[config.mk]
export PLATFORM = sky130hd
export DESIGN_NAME = demux_rr_sched
export DESIGN_NICKNAME = d
export VERILOG_FILES = /design/src/rtl/demux_rr_sched.sv
export SDC_FILE = /design/constraint.sdc
export NUM_CORES = 1
export LEC_CHECK = 0
export CAP_MARGIN = 20
export CELL_PAD_IN_SITES_DETAIL_PLACEMENT = 0
export CELL_PAD_IN_SITES_GLOBAL_PLACEMENT = 1
export CORE_MARGIN = 4
export CORE_UTILIZATION = 31
export DETAILED_ROUTE_END_ITERATION = 7
export HOLD_SLACK_MARGIN = 0.05
export PLACE_DENSITY = 0.75
export SLEW_MARGIN = 20
export SYNTH_ARGS = -nofsm -noshare
export SYNTH_HDL_FRONTEND = slang
export SYNTH_SLANG_ARGS = --single-unit
export TNS_END_PERCENT = 30
[constraint.sdc]
create_clock -name clk -period 2.13 [get_ports clk]
set_clock_uncertainty 0.1 [all_clocks]
set_input_delay 0.426 -clock clk [delete_from_list [all_inputs] [get_ports clk]]
set_output_delay 0.426 -clock clk [all_outputs]
set_load 0.01 [all_outputs]
[src/rtl/demux_rr_sched.sv]
// ---------------------------------------------------------------------------
// demux_rr_sched
//  Round-robin scheduler in front of a 1-to-N_OUT demux tree. Takes one word
//  at a time from a valid/ready input stream, holds it in a single register
//  together with its destination index, and raises exactly one out_valid bit
//  until that channel's sink takes the word.
//
//  Optional build macro: SKIP_BUSY_EN
//   undefined (default): each word goes to the pointer channel; the channels
//                        are visited strictly in the order 0,1,..,N_OUT-1,0,...
//   defined            : at load time the first ready channel at or after the
//                        pointer is chosen (combinational scan). If no channel
//                        is ready, the pointer channel is chosen.
// ---------------------------------------------------------------------------
module demux_rr_sched #(
   parameter  int N_OUT = 8,
   parameter  int DW    = 8,
   localparam int SW    = $clog2(N_OUT)
) (
   input  logic             clk,
   input  logic             rst_n,
   input  logic             in_valid,
   input  logic [DW-1:0]    in_data,
   output logic             in_ready,
   output logic [DW-1:0]    out_data,
   output logic [N_OUT-1:0] out_valid,
   input  logic [N_OUT-1:0] out_ready,
   output logic [SW-1:0]    sel,
   output logic             busy
);

   // Two-state controller: empty holding register or occupied one.
   localparam logic [0:0] ST_IDLE = 1'b0;
   localparam logic [0:0] ST_HOLD = 1'b1;

   logic [0:0]    state;
   logic [SW-1:0] ptr;

   logic          sel_ready;
   logic          xfer;
   logic          load;
   logic [SW-1:0] sel_next_ptr;
   logic [SW-1:0] load_base;
   logic [SW-1:0] load_sel;

   // Next channel index after v, wrapping N_OUT-1 back to 0.
   function automatic logic [SW-1:0] idx_inc(input logic [SW-1:0] v);
      logic [SW-1:0] r;
      if (v == SW'(N_OUT - 1)) begin
         r = {SW{1'b0}};
      end else begin
         r = v + SW'(1);
      end
      return r;
   endfunction

   // One-hot decode of a channel index onto the N_OUT valid lines.
   function automatic logic [N_OUT-1:0] idx_onehot(input logic [SW-1:0] v);
      logic [N_OUT-1:0] r;
      r = {N_OUT{1'b0}};
      for (int i = 0; i < N_OUT; i++) begin
         r[i] = (v == SW'(i));
      end
      return r;
   endfunction

   // Handshake decode: transfer, input acceptance and pointer base for a load.
   always_comb begin
      sel_ready    = out_ready[sel];
      sel_next_ptr = idx_inc(sel);
      if (state == ST_HOLD) begin
         xfer     = sel_ready;
         in_ready = sel_ready;
      end else begin
         xfer     = 1'b0;
         in_ready = 1'b1;
      end
      load = in_valid & in_ready;
      // A back-to-back load sees the pointer as it will be after this transfer.
      if (xfer) begin
         load_base = sel_next_ptr;
      end else begin
         load_base = ptr;
      end
   end

`ifdef SKIP_BUSY_EN
   logic [SW:0] scan_idx;
   logic        scan_found;

   // Fixed-priority scan from the pointer for the first ready channel.
   always_comb begin
      load_sel   = load_base;
      scan_idx   = {(SW+1){1'b0}};
      scan_found = 1'b0;
      for (int i = 0; i < N_OUT; i++) begin
         scan_idx = {1'b0, load_base} + (SW+1)'(i);
         if (scan_idx >= (SW+1)'(N_OUT)) begin
            scan_idx = scan_idx - (SW+1)'(N_OUT);
         end else begin
            scan_idx = scan_idx;
         end
         if (!scan_found && out_ready[scan_idx[SW-1:0]]) begin
            scan_found = 1'b1;
            load_sel   = scan_idx[SW-1:0];
         end else begin
            scan_found = scan_found;
         end
      end
   end
`else
   // Strict rotation: destination is always the pointer channel.
   always_comb begin
      load_sel = load_base;
   end
`endif

   // Holding register, destination index, channel valids and controller state.
   always_ff @(posedge clk or negedge rst_n) begin
      if (!rst_n) begin
         state     <= ST_IDLE;
         sel       <= {SW{1'b0}};
         out_data  <= {DW{1'b0}};
         out_valid <= {N_OUT{1'b0}};
         busy      <= 1'b0;
      end else begin
         case (state)
            ST_IDLE: begin
               if (load) begin
                  out_data  <= in_data;
                  sel       <= load_sel;
                  out_valid <= idx_onehot(load_sel);
                  busy      <= 1'b1;
                  state     <= ST_HOLD;
               end else begin
                  out_valid <= {N_OUT{1'b0}};
                  busy      <= 1'b0;
                  state     <= ST_IDLE;
               end
            end
            ST_HOLD: begin
               if (load) begin
                  // Transfer and reload in the same cycle: no bubble.
                  out_data  <= in_data;
                  sel       <= load_sel;
                  out_valid <= idx_onehot(load_sel);
                  busy      <= 1'b1;
                  state     <= ST_HOLD;
               end else if (xfer) begin
                  // sel and out_data keep their last values while idle.
                  out_valid <= {N_OUT{1'b0}};
                  busy      <= 1'b0;
                  state     <= ST_IDLE;
               end else begin
                  // Stall: word, index and valid held without limit.
                  state <= ST_HOLD;
               end
            end
            default: begin
               out_valid <= {N_OUT{1'b0}};
               busy      <= 1'b0;
               state     <= ST_IDLE;
            end
         endcase
      end
   end

   // Round-robin pointer advances past the channel that just took a word.
   always_ff @(posedge clk or negedge rst_n) begin
      if (!rst_n) begin
         ptr <= {SW{1'b0}};
      end else if (xfer) begin
         ptr <= sel_next_ptr;
      end else begin
         ptr <= ptr;
      end
   end

endmodule

-- After elaboration in Yosys (flattened, before gate mapping)
Cells that the tools add are included.
- add/sub/neg operators: 1
- $lt $le $gt $ge: 1
- mux-type cells: 19
- bitwise logic cells: 2
- equality and inequality tests: 9
- reductions and logical operators: 1
- operator list (kind ; number):
    8-bit two-way mux ; 4
    8-bit case mux with 2 select lines ; 1
    3-bit == test (second input constant) ; 5
    3-bit two-way mux ; 3
    1-bit two-way mux ; 8
    3-bit by 2-bit == test with 1-bit output (second input constant) ; 2
    3-bit by 4-bit less-than comparator with 1-bit output (second input constant) ; 1
    1-bit case mux with 2 select lines ; 2
    3-bit by 1-bit adder with 3-bit output (second input constant) ; 1
    1-bit binary-select mux with 3-bit select ; 1
    3-bit by 1-bit == test with 1-bit output (second input constant) ; 1
    3-bit logical NOT ; 1
    3-bit by 1-bit != test with 1-bit output (second input constant) ; 1
    1-bit AND ; 1
    1-bit inverter ; 1
- bits of input ports: 19
- logic and storage cells: 39
- flip-flop bits (word level): 24

-- Logic depth before layout (Yosys ltp)
- depth in word-level cells: 7
- depth in mapped cells: 9
- depth with buffers taken out: 7

-- Worst setup path after synthesis
No wires, ideal clock.
- path type: register -> register
- start point: register sel[0]
- end point: register out_data[1]
- library setup time: 0.125 ns
- data required time: 1.905 ns
- arrival time: 1.897 ns
- stages on the path, launching flop included: 10
- slack: 0.008 ns
- buffers on the path: 2
- clock period less this slack: 2.122 ns
- cell sequence: dfrtp_1 -> buf_6 -> mux2_4 -> o22ai_2 -> nor2_2 -> nor2_4 -> inv_2 -> and2_4 -> buf_6 -> mux2_4
- word-level cells in the longest chain between the ends: 4
- RTL lines (what ; line ; text):
    from (decl) ; 28 ; output logic [SW-1:0] sel,
    from (signal assigned) ; 122 ; sel <= {SW{1'b0}};
    from (signal assigned) ; 131 ; sel <= load_sel;
    from (signal assigned) ; 145 ; sel <= load_sel;
    1-bit binary-select mux with 3-bit select ; 69 ; sel_ready = out_ready[sel];
    1-bit two-way mux (not written as such) ; 69 ;
    1-bit two-way mux ; 71 ; if (state == ST_HOLD) begin
    named net in_ready ; 24 ; output logic in_ready,
    1-bit AND ; 78 ; load = in_valid & in_ready;
    to (signal assigned) ; 123 ; out_data <= {DW{1'b0}};
    to (signal assigned) ; 130 ; out_data <= in_data;
    to (signal assigned) ; 144 ; out_data <= in_data;
    to (decl) ; 25 ; output logic [DW-1:0] out_data,
The timed path passes the listed nets, and every way through them passes these cells. The select of a mux whose other input is x is not followed.
A chain may end at the register's enable or synchronous reset.

-- Final worst setup path
- start point: input port out_ready[3]
- end point: output port in_ready
- word-level cells in the longest chain between the ends: 3
- RTL lines (what ; line ; text):
    from (decl) ; 27 ; input logic [N_OUT-1:0] out_ready,
    1-bit binary-select mux with 3-bit select ; 69 ;
    1-bit two-way mux (not written as such) ; 69 ;
    1-bit two-way mux ; 71 ;
    to (decl) ; 24 ;
Every way passes these cells. The select of a mux whose other input is x is not followed.

==> flow_metrics.tcl <==
set metrics [dict create \
    synth_cell_types 37 \
    fp-row-count 22 \
    pwr-share-seq_pct 26.6 \
    post-route-min-period_ns 2.122 \
    p_int_mw 2.039 \
    synth_mux_area_share_pct 15.81 \
    start_util_pct 32.95 \
    clockBufferDepth 2 \
    synth_top_family_by_area "simple AND/OR/NAND/NOR gates" \
    synthXorXnorAreaFrac_pct 0 \
    cts_buffers 3 \
    grt.total_usage_pct 13.32 \
    die_h_um 71.31 \
    ys_ff_latch 24 \
    critPathRequiredTime_ns 1.60 \
    synth_compound_area_share_pct 13.70 \
    wirelength_met1_mm 1.455 \
    wl_mm 3.342 \
    max_slew.worst_pin.slew_ns 0.3657 \
    met2_length_mm 1.608 \
    status "finished, final reports clean" \
    syn_inst 107 \
    dpl.cell_count 209 \
    portBuffers 39 \
    cts_sinks 24 \
    p_leak_nw 0.8481 \
    core_area_um2 3771 \
    clk_root_buffer_cell "clkbuf_8" \
    fin_cells 216 \
    post-route-util_pct 51.29 \
    cts_tree "yes" \
    grt_max_degree 25 \
    wl_met3_um 279 \
    diodes 0 \
    power_frac_comb_pct 61.1 \
    wire_per_inst_um 15.47 \
    route.detailed.drc 0 \
    ir_worst_vdd_mv 0.9288 \
    vias_per_cell 5.120 \
    worstSetupPathType "in2out" \
    fillCellCount 327 \
    finalHoldViolCount 0 \
    vias 1106 \
    dieArea_um2 5084 \
    top_layer "met3" \
    setup_violations 0 \
    fp.dieW_um 71.31 \
    whs_ns 0.3962 \
    drive_above_1_share_pct 29.76 \
    antenna_found_initial 0 \
    switchingPower_mw 1.194 \
    slew_violations 0 \
    relSlewSlack_pct 75.39 \
    insertion_delay_ns 0.26 \
    worstHoldPathType "reg2reg" \
    fin_crit_sh_pct 99.60 \
    syn_area_per_cell_um2 11.61 \
    end_kind "output port" \
    crit_path_start_kind "primary input" \
    cts_max_level 1 \
    final_cell_mix "37 x clkdlybuf4s50_1, 23 x dfrtp_1, 21 x buf_4" \
    powerDensity_nw_per_um2 1671 \
    syn_to_final_growth_pct 55.69 \
    final_common_cell "clkdlybuf4s50_1" \
    design_area_um2 1934 \
    place_hpwl_mm 2.432 \
    cp.arrival_ns 1.60 \
    synth-adder-area-share_pct 2.014 \
    grt_pass1_vias 1113 \
    yosys.area_share.simple_pct 15.91 \
    swShare_pct 36.93 \
    maxCapViolCount 0 \
    p_clk_share_pct 12.3 \
    place_area_um2 1805 \
    fmax_ghz 0.4714 \
    syn-num-nets 128 \
    ys_seq_area_share_pct 48.34 \
    synth_area_um2 1242 \
    grt-ovfl-total 0 \
    rsz0062_at_grt "yes" \
    drtIter0Drc 35 \
    clk_pin_slew_ns 0.08 \
    ant_nets 0 \
    num_io_pins 40 \
    cp_max_fo 2 \
    drtPass1Iterations 4 \
    final_nets 190 \
    grt_pass1_wl_mm 5.554 \
    ys_warn_count 0 \
    place_congestion 0.8191 \
]
synth_stat cells (all sizes together):
cell	n	share of area (%)
a21o	1	0.60
a21oi	1	0.40
a221o	2	1.6
a22o	2	1.4
a22oi	1	0.60
a2bb2oi	2	1.4
a41oi	2	1.4
and2	1	0.71
and3	1	0.50
buf	2	1.8
clkbuf	2	0.60
dfrtp	24	48
ha	2	2.0
inv	6	1.8
mux2	13	14
mux2i	2	1.6
nand2	6	1.8
nand2b	4	2.0
nand3	2	0.81
nand3b	2	1.2
nand4	2	1.0
nand4b	1	0.71
nor2	7	2.9
nor2b	2	1.0
nor3	4	1.6
nor4	1	0.50
o211ai	1	0.60
o21ai	4	1.6
o221a	1	0.91
o221ai	3	2.1
o22ai	1	1.0
or3	1	0.50
or4	1	0.60
power groups by stage:
stage	clock network [mW]	registers [mW]	logic (mW)
3_3_place_gp	0	0.856	1.83
2_1_floorplan	0	0.915	0.916
6_report	0.398	0.861	1.97
3_5_place_dp	0	0.869	1.84
5_1_grt	0.426	0.902	2.12
4_1_cts	0.406	0.866	1.91
repair_timing:
action / CTS / global route
gates cloned: 1 / 0
hold buffers: 0 / 0
resized for setup: 9 / 5
setup buffers: 0 / 2
pin swaps: 2 / 0
endpoints found under the setup margin: 10 / 10
stage by stage:
step                      setup TNS [ns]  power, mW  setup WS (ns)
after global routing             -0.2464      3.451       -0.04425
after global placement            -4.255      2.681        -0.3906
after CTS                      -0.006972      3.181      -0.006972
after detailed placement          -4.473      2.713        -0.3988
after floorplan                        0      1.831       0.008068
final                                  0      3.232       0.008493
worst max-delay path, stage by stage:
cell and delay [ns]:
clkdlybuf4s50_1 0.40, mux2_4 0.27, o22ai_4 0.18, nor2_4 0.06, nor2_4 0.09, inv_2 0.06, buf_6 0.12
registers in the layout (all words and copies together) (netlist names):
signal,cells
out_valid,8
out_data,8
sel,3
ptr,3
busy,1
state,1
path summary, 6_finish.rpt:
check                                   from           to  slack [ns]  depth (start not counted)
worst max-delay path            out_ready[3]     in_ready       0.008                          7
worst min-delay path                    busy         busy        0.40                          1
worst max register to register        sel[0]  out_data[6]        0.04                          9
worst min register to register          busy         busy        0.40                          1
max in group asynchronous              rst_n       sel[0]        1.26                          2
min in group asynchronous              rst_n       ptr[1]        0.41                          2
layout make-up:
type	instances	area [um2]	share of cell area (%)
Clock buffer	3	41.29	2.135
Sequential cell	24	601.8	31.11
Multi-Input combinational cell	74	626.9	32.41
Inverter	6	22.52	1.164
Timing Repair Buffer	60	551.8	28.53
Clock inverter	1	30.03	1.552
Tap cell	48	60.06	3.105
logic make-up (layout without fill, tap and decap cells):
| family | after synthesis | in the layout |
|---|---|---|
| flops | 24 | 24 |
| compound gates | 21 | 21 |
| simple gates | 35 | 36 |
| buf+inv | 10 | 70 |
| fa+ha+maj | 2 | 2 |
| mux | 15 | 15 |
per-layer routing:
layer,vias to the layer above,global-route usage (%)
li1,523,-
met5,-,0
met1,531,18.78
met2,52,21.63
met3,0,3.506
met4,0,0.6263
Note: power is estimated with default switching activity, not from simulation.
